File: src/rtl/refclk_scan_pkg.sv
// Shared scan-state type and default constants for the reference-clock frequency scanner.
package refclk_scan_pkg;

  typedef enum logic [1:0] {
    IDLE   = 2'd0,
    SETTLE = 2'd1,
    GATE   = 2'd2,
    REPORT = 2'd3
  } scan_state_e;

  localparam int DEF_NUM_CH        = 10;
  localparam int DEF_GATE_CYCLES   = 100000;
  localparam int DEF_SETTLE_CYCLES = 16;
  localparam int DEF_CNT_W         = 16;
  localparam int FULL_PASS_PERIOD  = 16;
  localparam int PASS_W            = $clog2(FULL_PASS_PERIOD);

endpackage

File: src/rtl/refclk_tog_sync.sv
// Two-flop synchroniser for one asynchronous divider-MSB toggle, plus a history
// flop giving a single-cycle pulse on each synchronised rising edge.
module refclk_tog_sync (
  input  logic clk_i,
  input  logic rst_i,
  input  logic tog_i,
  output logic rise_o
);

  logic meta_q;
  logic sync_q;
  logic hist_q;

  // Synchroniser chain and edge history
  always_ff @(posedge clk_i or posedge rst_i) begin
    if (rst_i) begin
      meta_q <= 1'b0;
      sync_q <= 1'b0;
      hist_q <= 1'b0;
    end else begin
      meta_q <= tog_i;
      sync_q <= meta_q;
      hist_q <= sync_q;
    end
  end

  assign rise_o = sync_q & ~hist_q;

endmodule

File: src/rtl/refclk_scan_ctrl.sv
// Round-robin gated edge counter over NUM_CH reference-clock toggles with a valid/ready result port.
// Optional macro REFCLK_SCAN_SKIP_DEAD_EN skips dead channels except on every 16th (full) pass.
module refclk_scan_ctrl
  import refclk_scan_pkg::*;
#(
  parameter int NUM_CH        = DEF_NUM_CH,
  parameter int GATE_CYCLES   = DEF_GATE_CYCLES,
  parameter int SETTLE_CYCLES = DEF_SETTLE_CYCLES,
  parameter int CNT_W         = DEF_CNT_W
) (
  input  logic                      ref_clk_100M,
  input  logic                      rst,
  input  logic                      en,
  input  logic [NUM_CH-1:0]         tog_in,
  output logic                      res_valid,
  input  logic                      res_ready,
  output logic [$clog2(NUM_CH)-1:0] res_ch,
  output logic [CNT_W-1:0]          res_cnt,
  output logic                      res_ovf,
  output logic [NUM_CH-1:0]         alive,
  output logic                      scan_done
);

  localparam int CHW = $clog2(NUM_CH);
  localparam int GW  = $clog2(GATE_CYCLES + 1);
  localparam int SW  = $clog2(SETTLE_CYCLES + 1);

  scan_state_e       state_q;
  logic [CHW-1:0]    ptr_q;
  logic [SW-1:0]     settle_q;
  logic [GW-1:0]     gate_q;
  logic [CNT_W-1:0]  cnt_q;
  logic [CNT_W-1:0]  cnt_d;
  logic              ovf_q;
  logic              ovf_d;
  logic              res_valid_q;
  logic [CHW-1:0]    res_ch_q;
  logic [CNT_W-1:0]  res_cnt_q;
  logic              res_ovf_q;
  logic [NUM_CH-1:0] alive_q;
  logic              scan_done_q;
  logic [NUM_CH-1:0] rise_s;
  logic [CHW-1:0]    nxt_ptr_s;
  logic              wrap_s;

  for (genvar g = 0; g < NUM_CH; g++) begin : g_sync
    refclk_tog_sync u_sync (
      .clk_i  (ref_clk_100M),
      .rst_i  (rst),
      .tog_i  (tog_in[g]),
      .rise_o (rise_s[g])
    );
  end

  // Saturating edge count including the current cycle's selected edge
  always_comb begin
    cnt_d = (rise_s[ptr_q] && (cnt_q != '1)) ? cnt_q + CNT_W'(1) : cnt_q;
    ovf_d = ovf_q | (cnt_d == '1);
  end

`ifdef REFCLK_SCAN_SKIP_DEAD_EN
  logic [PASS_W-1:0] pass_q;
  logic              full_s;
  logic              nxt_full_s;
  logic              hit_s;

  // Next channel: first eligible later in this pass, else first eligible of the next pass
  always_comb begin
    full_s     = (pass_q == PASS_W'(FULL_PASS_PERIOD - 1)) || (alive_q == '0);
    nxt_full_s = ((pass_q + PASS_W'(1)) == PASS_W'(FULL_PASS_PERIOD - 1)) || (alive_q == '0);
    nxt_ptr_s  = '0;
    wrap_s     = 1'b1;
    hit_s      = 1'b0;
    for (int i = NUM_CH - 1; i >= 0; i--) begin
      nxt_ptr_s = (nxt_full_s || alive_q[i]) ? CHW'(i) : nxt_ptr_s;
    end
    for (int i = NUM_CH - 1; i >= 0; i--) begin
      hit_s     = (i > int'(ptr_q)) && (full_s || alive_q[i]);
      nxt_ptr_s = hit_s ? CHW'(i) : nxt_ptr_s;
      wrap_s    = hit_s ? 1'b0 : wrap_s;
    end
  end
`else
  // Plain round-robin advance
  always_comb begin
    wrap_s    = (ptr_q == CHW'(NUM_CH - 1));
    nxt_ptr_s = wrap_s ? '0 : ptr_q + CHW'(1);
  end
`endif

  // Scan FSM with registered result port
  always_ff @(posedge ref_clk_100M or posedge rst) begin
    if (rst) begin
      state_q     <= IDLE;
      ptr_q       <= '0;
      settle_q    <= '0;
      gate_q      <= '0;
      cnt_q       <= '0;
      ovf_q       <= 1'b0;
      res_valid_q <= 1'b0;
      res_ch_q    <= '0;
      res_cnt_q   <= '0;
      res_ovf_q   <= 1'b0;
      alive_q     <= '0;
      scan_done_q <= 1'b0;
`ifdef REFCLK_SCAN_SKIP_DEAD_EN
      pass_q      <= '0;
`endif
    end else begin
      scan_done_q <= 1'b0;
      case (state_q)
        IDLE: begin
          if (en) begin
            state_q  <= SETTLE;
            settle_q <= '0;
          end
        end
        SETTLE: begin
          if (!en) begin
            state_q <= IDLE;
          end else if (settle_q == SW'(SETTLE_CYCLES - 1)) begin
            state_q <= GATE;
            gate_q  <= '0;
            cnt_q   <= '0;
            ovf_q   <= 1'b0;
          end else begin
            settle_q <= settle_q + SW'(1);
          end
        end
        GATE: begin
          if (!en) begin
            state_q <= IDLE;
          end else begin
            cnt_q  <= cnt_d;
            ovf_q  <= ovf_d;
            gate_q <= gate_q + GW'(1);
            if (gate_q == GW'(GATE_CYCLES - 1)) begin
              res_ch_q       <= ptr_q;
              res_cnt_q      <= cnt_d;
              res_ovf_q      <= ovf_d;
              alive_q[ptr_q] <= (cnt_d != '0);
              res_valid_q    <= 1'b1;
              state_q        <= REPORT;
            end
          end
        end
        REPORT: begin
          if (res_ready) begin
            res_valid_q <= 1'b0;
            ptr_q       <= nxt_ptr_s;
            scan_done_q <= wrap_s;
            settle_q    <= '0;
            state_q     <= en ? SETTLE : IDLE;
`ifdef REFCLK_SCAN_SKIP_DEAD_EN
            pass_q      <= wrap_s ? pass_q + PASS_W'(1) : pass_q;
`endif
          end
        end
        default: state_q <= IDLE;
      endcase
    end
  end

  assign res_valid = res_valid_q;
  assign res_ch    = res_ch_q;
  assign res_cnt   = res_cnt_q;
  assign res_ovf   = res_ovf_q;
  assign alive     = alive_q;
  assign scan_done = scan_done_q;

endmodule
File: config.mk
export PLATFORM = sky130hd
export DESIGN_NAME = refclk_scan_ctrl
export DESIGN_NICKNAME = d
export VERILOG_FILES = /design/src/rtl/refclk_scan_pkg.sv /design/src/rtl/refclk_tog_sync.sv /design/src/rtl/refclk_scan_ctrl.sv
export SDC_FILE = /design/constraint.sdc
export NUM_CORES = 1
export LEC_CHECK = 0
export ABC_AREA = 1
export BUFFER_PORTS_ARGS = -buffer_cell sky130_fd_sc_hd__buf_2
export CORE_MARGIN = 1.5
export CORE_UTILIZATION = 50
export CTS_BUF_LIST = sky130_fd_sc_hd__clkbuf_16
export DETAILED_ROUTE_END_ITERATION = 8
export PLACE_DENSITY_LB_ADDON = 0.25
export SLEW_MARGIN = 15
export SYNTH_ARGS = -nofsm -noshare
export SYNTH_HDL_FRONTEND = slang
export SYNTH_HIERARCHICAL = 1
export SYNTH_SLANG_ARGS = --single-unit
export TNS_END_PERCENT = 10
File: constraint.sdc
create_clock -name ref_clk_100M -period 2.65 [get_ports ref_clk_100M]
set_input_delay 0.795 -clock ref_clk_100M [delete_from_list [all_inputs] [get_ports ref_clk_100M]]
set_output_delay 0.795 -clock ref_clk_100M [all_outputs]
set_load 0.1 [all_outputs]
==> results of run 1 <==
==> cell usage after synthesis (11+ instances only) <==
cell type and count:
nand2_2 12, nand4_1 16, a21oi_1 21, nor2_2 11
nand3_1 30, nor2_1 55, dfrtp_1 108, o22ai_1 19
o21ai_0 47, inv_1 82, nand2_1 153, nor3_1 12
==> timing repair <==
item                       CTS  global route
resized for setup            0             5
setup endpoints to repair    0            11
setup buffers                0             0
==> state kept, by name, indices dropped and copies added, names as in the netlist <==
register              count
state_q                   2
ovf_q                     1
res_valid                 1
g_sync.u_sync/hist_q     10
res_ovf                   1
g_sync.u_sync/sync_q     10
cnt_q                    16
alive                    10
res_ch                    4
res_cnt                  16
gate_q                   17
ptr_q                     4
g_sync.u_sync/meta_q     10
settle_q                  5
scan_done                 1
==> logic make-up (layout without fill, tap and decap cells) <==
| group | after synthesis | after routing | share of synthesized area, % |
|---|---|---|---|
| AOI/OAI and AO/OA | 97 | 97 | 10.4 |
| xor gates and xnor gates | 10 | 10 | 1.70 |
| adders and majority gates | 9 | 9 | 2.18 |
| buffers and inverters | 97 | 152 | 7.58 |
| DFF | 108 | 108 | 52.3 |
| and+or+nand+nor | 300 | 300 | 25.8 |
==> where the power goes <==
group / internal (uW) / switching (uW) / leakage, uW
combinational: 497 / 1060 / 0.00142
sequential: 1860 / 218 / 0.00139
clock: 643 / 608 / 0.000134
==> path summary, 6_finish.rpt <==
| kind | slack, ns | startpoint | end |
|---|---|---|---|
| min | 0.35 | g_sync[3].u_sync/meta_q | g_sync[3].u_sync/sync_q |
| min reg2reg | 0.35 | g_sync[3].u_sync/meta_q | g_sync[3].u_sync/sync_q |
| max reg2reg | 0.23 | cnt_q[0] | alive[4] |
| min in group asynchronous | 0.42 | rst | g_sync[8].u_sync/hist_q |
| max | 0.23 | cnt_q[0] | alive[4] |
| max in group asynchronous | 1.41 | rst | state_q[0] |
==> per-stage QoR <==
stage | setup TNS, ns | std cells | util [%] | worst slack (ns) | power [uW]
6_report | 0 | 809 | 59.0 | 0.233 | 4890
4_1_cts | 0 | 809 | 58.8 | 0.198 | 4900
3_5_place_dp | 0 | 793 | 56.0 | 0.217 | 3640
5_1_grt | -0.0413 | 809 | 59.0 | -0.0413 | 5220
2_1_floorplan | 0 | 621 | - | 0.610 | 3270
3_3_place_gp | 0 | 793 | 56.0 | 0.271 | 3580
==> cell type report <==
type | instances | area, um^2 | share of cell area [%]
repair buffers | 53 | 295 | 5.05
clock inverters | 7 | 50.0 | 0.857
clock buffers | 9 | 225 | 3.86
flip-flops and latches | 108 | 2700 | 46.3
well taps | 133 | 166 | 2.85
multi-input cells | 416 | 2090 | 35.7
inverters | 83 | 317 | 5.42
==> per-layer routing <==
metal | vias up | track usage, %
met2 | 117 | 35.8
met3 | 20 | 3.87
li1 | 2117 | -
met4 | 0 | 7.73
met5 | - | 0
met1 | 2051 | 28.2
==> results.toml, run 1 <==
[detailed_routing]
ant_nets = 0
wl_met2_um = 5300
drt-initial-drc-count = 228
wl_per_cell_um = 13.5
top_layer = "met4"
vias_per_cell = 5.32
drc_errors = 0
wl_met1_um = 4970
wl_um = 10900
vias = 4305
dr_wl_met3_um = 503
drtPass1Iterations = 5

[logic_synthesis]
ys_seq_elements = 108
synth_top_cell_area_share_pct = 52.3
synth-edff-count = 0
synth_top_area_cell = "dfrtp_1"
ys.flop_type = "dfrtp_1"
yosys-top-cells-area = "dfrtp_1 52%, nand2_1 11%, inv_1 6.0%"
syn_area_per_cell_um2 = 8.32
syn_nets = 644
yosysWarnings = 6
synth_cell_types = 36
async_flop_share_pct = 100
seq_area_frac_synth_pct = 52.3
synth_cells = 621
syn_area_um2 = 5160

[global_routing]
gr-total-overflow = 0
grt_pass1_vias = 4156
antenna_found_initial = 0
grt_max_degree = 39
grt.total_usage_pct = 21.5
grt_pass1_wl_um = 19100

[clock_network]
cts_sinks = 108
htree_levels = 3
cts_buffers = 9
path_clk_slew_ns = 0.07
cts_tree = "done"
clock_tree.buffer_depth = 2
root_buffer = "clkbuf_16"
insertion_delay_ns = 0.35
ctsHoldBuffers = 0

[layout]
area_delta_synth_final_pct = 13.1
mostFrequentLayoutCell = "nand2_1"
mostFrequentLayoutCells = "152 x nand2_1, 108 x dfrtp_1, 82 x inv_1"
antennaDiodeCount = 0
fin_area_um2 = 5840
nFillCells = 870
nets = 694
drive_above_1_share_pct = 15.4

[die]
core_region_area_um2 = 9910
fp.dieW_um = 105
dieArea_um2 = 10900
io_pins = 47
die_h_um = 105
initial_core_util_pct = 52.1
row_count = 36

[pwr]
power.density_nw_per_um2 = 837
p_leak_uw = 0.00294
vdd_drop_max_v = 0.000475

[critical_path]
worstSetupStartpointType = "flop"
cp_top_family = "simple AND/OR/NAND/NOR gates"
cp-end-kind = "flop"
critPathMaxFanout = 14
max_stage_delay_ns = 0.39
cp.depth = 14
path_common_cell = "nand2_1"
crit_slowest_cell = "dfrtp_1"
arrival_ns = 2.65
r2r_cells = 14
worstSetupPathType = "reg2reg"
cp.required_ns = 2.88
critPathBufInv = 1
path_cells = "ha_1, nand2_2, nor2_4, nand3_2, clkinv_2, nand3_4, nand2_4, nand2_1, nand2_1, nand4_1, nor2_1, nand2_2, nand2_1, nand2_1"

[worst_hold_path]
holdPathStages = 0
hold_class = "reg2reg"

[sta]
rsz0062_at_grt = "true"
setup_viol = 0
layout_min_cycle_time_ns = 2.42
whs_ns = 0.353
finalCritPeriodShare_pct = 91.2
finClkSkew_ns = 0.00779
worst_pin_slew_ns = 0.532
report.final.slew_viol_count = 0
relSlewSlack_pct = 64.5
finalHoldViolations = 0
fmax_mhz = 414

[place]
hpwl_um = 8040
io_buffers = 46
placed_area_um2 = 5550
place.gp.congestion = 0.891

[run]
drv_cap = 0

[outcome]
status = "finished clean"
Power figures use the tool's default switching activity.
==> run 2, diff against run 1 <==
Settings changed: CORE_UTILIZATION 50 to 54.
==> run 2 against run 1 <==
  * Maximum frequency increased by 3.6%
  * Combinational power about the same
  * Clock-buffer cell count unchanged
  * Routed wire length increased by 4.7%
  * Register-to-register slack improved by 0.08 ns
  * Global-route usage increased by 3.4 points
  * Sequential power about the same
  * Final area increased by 0.56%
  * Sequential share of layout area decreased by 0.26 points
  * Clock skew increased by 0.0065 ns
  * Via count decreased by 0.28%
  * First-iteration DRC count increased by 35%
  * Largest cell class unchanged
==> results.toml, run 2 (synthesis gave the netlist of run 1 again) <==
[global_routing]
gr-total-overflow = 0
grt.total_usage_pct = 24.9
grt_max_degree = 40
grt_pass1_vias = 4174
grt_pass1_wl_um = 19800
antenna_found_initial = 0

[clock_network]
clock_tree.buffer_depth = 2
path_clk_slew_ns = 0.08
cts_buffers = 9
post_cts.repair.setup_buffers = 0
ctsResizeCount = 0
insertion_delay_ns = 0.35
root_buffer = "clkbuf_16"
cts_tree = "done"
htree_levels = 3
cts_sinks = 108
ctsHoldBuffers = 0

[die]
io_pins = 47
row_count = 35
core_region_area_um2 = 9240
initial_core_util_pct = 55.9
fp.dieW_um = 101
dieArea_um2 = 10200
die_h_um = 101

[detailed_routing]
drtPass1Iterations = 5
drt-initial-drc-count = 307
wl_um = 11500
vias_per_cell = 5.32
vias = 4293
drc_errors = 0
ant_nets = 0
wl_per_cell_um = 14.2

[sta]
fmax_mhz = 429
setup_tns_ns = 0
report.final.slew_viol_count = 0
layout_min_cycle_time_ns = 2.33
finalHoldViolations = 0
finClkSkew_ns = 0.0142
setup_viol = 0
relSlewSlack_pct = 66.6
worst_pin_slew_ns = 0.504
rsz0062_at_grt = "false"
finalCritPeriodShare_pct = 88.0

[critical_path]
cp-end-kind = "flop"
r2r-end = "alive[2]"
r2r_cells = 14
path_cells = "ha_1, nand2_2, nor2_4, nand3_2, clkinv_2, nand3_4, buf_4, nand3_1, nand2_1, nand4_1, nor2_1, nand2_2, nand2_1, nand2_1"
critPathBufInv = 2
cp_top_family = "simple AND/OR/NAND/NOR gates"
critPathMaxFanout = 16
crit_slowest_cell = "dfrtp_1"
path_common_cell = "nand2_1"
reg2reg_from = "cnt_q[0]"
cp.required_ns = 2.89
worstSetupStartpointType = "flop"
r2r_setup_slack_ns = 0.32
worstSetupPathType = "reg2reg"
max_stage_delay_ns = 0.42
arrival_ns = 2.57

[outcome]
status = "finished clean"

[layout]
fin_util_pct = 63.6
antennaDiodeCount = 0
nets = 696
largest_reg_flops = 17
nFillCells = 785
area_delta_synth_final_pct = 13.8
mostFrequentLayoutCell = "nand2_1"
mostFrequentLayoutCells = "153 x nand2_1, 108 x dfrtp_1, 81 x inv_1"
regMostFlops = "gate_q"
drive_above_1_share_pct = 15.3

[worst_hold_path]
holdPathStages = 0
hold_end = "g_sync[0].u_sync/sync_q"
hold_class = "reg2reg"
worstHoldStart = "g_sync[0].u_sync/meta_q"

[run]
drv_cap = 0

[pwr]
power.density_nw_per_um2 = 848
vdd_drop_max_v = 0.000456
p_leak_uw = 0.00296

[place]
place.gp.congestion = 0.896
hpwl_um = 8330
io_buffers = 46
-- run 2: cell types whose count changed in the layout (fill, tap and decap cells not counted), moves of 2 or more --
cell and delta:
buf_4 +2, inv_8 +2, clkinv_8 +2, inv_6 -2
-- run 2: area by class of cell --
cell class	count	area, um^2	share of cell area (%)
sequential	108	2700	46.0
clock buffer	9	225	3.83
inverter	83	317	5.39
clock inverter	7	80.1	1.36
multi-input combinational	416	2080	35.4
timing repair buffer	55	310	5.28
tap	129	161	2.75
-- run 2: through the flow --
| stage | area [um^2] | instances | hold WS, ns | total power (uW) | setup slack [ns] |
|---|---|---|---|---|---|
| 2_1_floorplan | 5170 | 621 | 0.331 | 3270 | 0.610 |
| 3_3_place_gp | 5560 | 791 | 0.331 | 3560 | 0.308 |
| 3_5_place_dp | 5560 | 791 | 0.335 | 3640 | 0.248 |
| 4_1_cts | 5870 | 807 | 0.353 | 4970 | 0.232 |
| 5_1_grt | 5870 | 807 | 0.368 | 5330 | 0.0242 |
| 6_report | 5870 | 807 | 0.353 | 4980 | 0.317 |
-- run 2: how the worst max path moves through the flow --
stage,from,end,slack (ns),depth (start not counted)
floorplan,state_q[1],gate_q[14],0.61,16
global placement,en,gate_q[15],0.31,10
detailed placement,state_q[1],gate_q[15],0.25,11
CTS,state_q[1],gate_q[15],0.23,11
global route,settle_q[1],gate_q[14],0.02,17
finish,cnt_q[0],alive[2],0.32,14
-- run 2: worst reg2reg max path, delay by kind of cell (launching register included) --
family / cells / cell delay (ns)
buffers and inverters: 2 / 0.28
and+or+nand+nor: 11 / 1.27
DFF: 1 / 0.42
adders and majority gates: 1 / 0.25
-- run 2: report_power, final --
group | internal (uW) | leakage [uW] | switching [uW]
Clock | 673 | 0.000146 | 670
Sequential | 1860 | 0.00139 | 213
Combinational | 501 | 0.00143 | 1060
-- run 2: routing by layer --
metal / global-route usage (%) / routed length (um) / vias to the layer above / part of all wire, %
met4: 7.04 / 152 / 0 / 1.3
met2: 39.6 / 5610 / 118 / 49
met1: 34.3 / 5190 / 2049 / 45
met5: 0 / 0 / - / 0
li1: - / - / 2108 / -
met3: 5.83 / 515 / 18 / 4.5
==> run 3, diff against run 2 <==
Settings changed: CORE_UTILIZATION 54 to 55, CTS_CLUSTER_DIAMETER set to 120.
Clock period 2.65 ns to 2.46 ns, I/O delays scaled along.
==> run 3 against run 2 <==
  * Cell count down 0.62%
  * Sequential power increased by 8%
  * Via count up 2.8%
  * Sequential cell count stayed put
==> results.toml, run 3 (synthesis gave the netlist of run 1 again) <==
[die]
dieArea_um2 = 9980
row_count = 35
core_region_area_um2 = 9150
initial_core_util_pct = 56.4
die_h_um = 99.9
io_pins = 47
fp.dieW_um = 99.9

[clock_network]
path_clk_slew_ns = 0.08
cts_buffers = 9
clock_tree.buffer_depth = 2
cts_sinks = 108
insertion_delay_ns = 0.34
ctsHoldBuffers = 0
cts_tree = "done"
root_buffer = "clkbuf_16"
htree_levels = 3

[detailed_routing]
vias = 4413
vias_per_cell = 5.50
wl_per_cell_um = 14.3
ant_nets = 0
drt-initial-drc-count = 270
wl_um = 11400
drc_errors = 0
drtPass1Iterations = 5

[critical_path]
crit_slowest_cell = "dfrtp_1"
critPathMaxFanout = 12
path_cells = "inv_1, nand2_1, nand2_1, nand2_1, nand2_1, nand2_1, nand3_4, buf_4, nand3_1, nand2_2, nand4_1, nor2_2, nand2_4, nand2_1, nand2_1"
cp.required_ns = 2.69
arrival_ns = 2.53
worstSetupPathType = "reg2reg"
cp-end-kind = "flop"
path_common_cell = "nand2_1"
max_stage_delay_ns = 0.38
worstSetupStartpointType = "flop"

[place]
hpwl_um = 7720
dp_cells = 775
place.gp.congestion = 0.971
io_buffers = 46
placed_area_um2 = 5550
place_ws_ns = 0.0651

[global_routing]
grtUsageMet3_pct = 3.41
grt_util_met1_pct = 32.1
grt-busiest-layer = "met2"
gr-total-overflow = 0
grt.total_usage_pct = 23.4
grt_pass1_vias = 4186
grt_max_degree = 79
grt_pass1_wl_um = 18900
antenna_found_initial = 0
grt_use_met2_pct = 37.9

[sta]
worst_pin_slew_ns = 0.503
relSlewSlack_pct = 66.7
setup_viol = 0
finalCritPeriodShare_pct = 93.7
finClkSkew_ns = 0.00768
layout_min_cycle_time_ns = 2.31
fmax_mhz = 434
rsz0062_at_grt = "true"
finalHoldViolations = 0
report.final.slew_viol_count = 0
setup_ws_ns = 0.155

[layout]
area_delta_synth_final_pct = 16.6
antennaDiodeCount = 0
fin_cells = 802
fin_area_um2 = 6020
mostFrequentLayoutCells = "151 x nand2_1, 108 x dfrtp_1, 80 x inv_1"
largest_reg_flops = 17
drive_above_1_share_pct = 18.4
regMostFlops = "gate_q"
mostFrequentLayoutCell = "nand2_1"
nets = 709

[outcome]
status = "finished clean"

[pwr]
power.density_nw_per_um2 = 913
p_leak_uw = 0.00304
p_total_uw = 5500
vdd_drop_max_v = 0.000542

[worst_hold_path]
hold_class = "in2async"

[run]
drv_cap = 0
==> run 3: cell types whose count changed in the layout (fill, tap and decap cells not counted), moves of 2 or more <==
cell,delta
inv_6,+2
nor2_1,-4
nand2_1,-2
nand2_8,+2
buf_4,+11
nor2_2,+3
ha_2,+2
ha_1,-2
==> run 3: worst max-delay path, delay by kind of cell, from the launching register on <==
| kind | cells | cell delay, ns |
|---|---|---|
| flops | 1 | 0.38 |
| simple gates | 13 | 1.41 |
| buf+inv | 2 | 0.40 |
==> run 3: cell type report <==
class                      instances  area [um^2]
fill                             726         3130
clock buffer                       9          225
sequential                       108         2700
timing repair buffer              67          404
multi-input combinational        417         2160
tap                              111          139
clock inverter                     7         78.8
inverter                          83          317
==> run 3: per-stage QoR <==
stage | hold WS [ns] | util (%) | TNS [ns]
floorplan | 0.331 | - | 0
finish | 0.345 | 65.8 | 0
global placement | 0.334 | 60.7 | 0
global route | 0.357 | 65.8 | -0.0857
detailed placement | 0.338 | 60.7 | 0
CTS | 0.340 | 64.0 | 0
==> run 3: final timing paths <==
| kind | startpoint | endpoint | slack (ns) | cells past startpoint |
|---|---|---|---|---|
| min in group ref_clk_100M | g_sync[2].u_sync/meta_q | g_sync[2].u_sync/sync_q | 0.35 | 0 |
| worst max-delay path | ptr_q[0] | alive[5] | 0.15 | 15 |
| max in group asynchronous | rst | cnt_q[9] | 1.55 | 3 |
| worst max register to register | ptr_q[0] | alive[5] | 0.15 | 15 |
| worst min-delay path | rst | g_sync[1].u_sync/meta_q | 0.35 | 2 |
| worst min register to register | g_sync[2].u_sync/meta_q | g_sync[2].u_sync/sync_q | 0.35 | 0 |
==> run 3: routing by layer <==
layer,part of all wire [%],wire length [um],up-vias
met2,48,5550,157
met5,0,0,-
li1,-,-,2143
met1,43,4960,2083
met3,5.8,659,30
met4,2.5,281,0
==> run 3: what timing repair did <==
item,in CTS,in global routing
endpoints found under the setup margin,0,19
setup buffers,0,10
resized for setup,0,20
==> run 3: report_power, final <==
group	switching, uW	total (uW)	internal [uW]
clock	725	1450	726
combinational	1200	1800	598
sequential	241	2250	2010
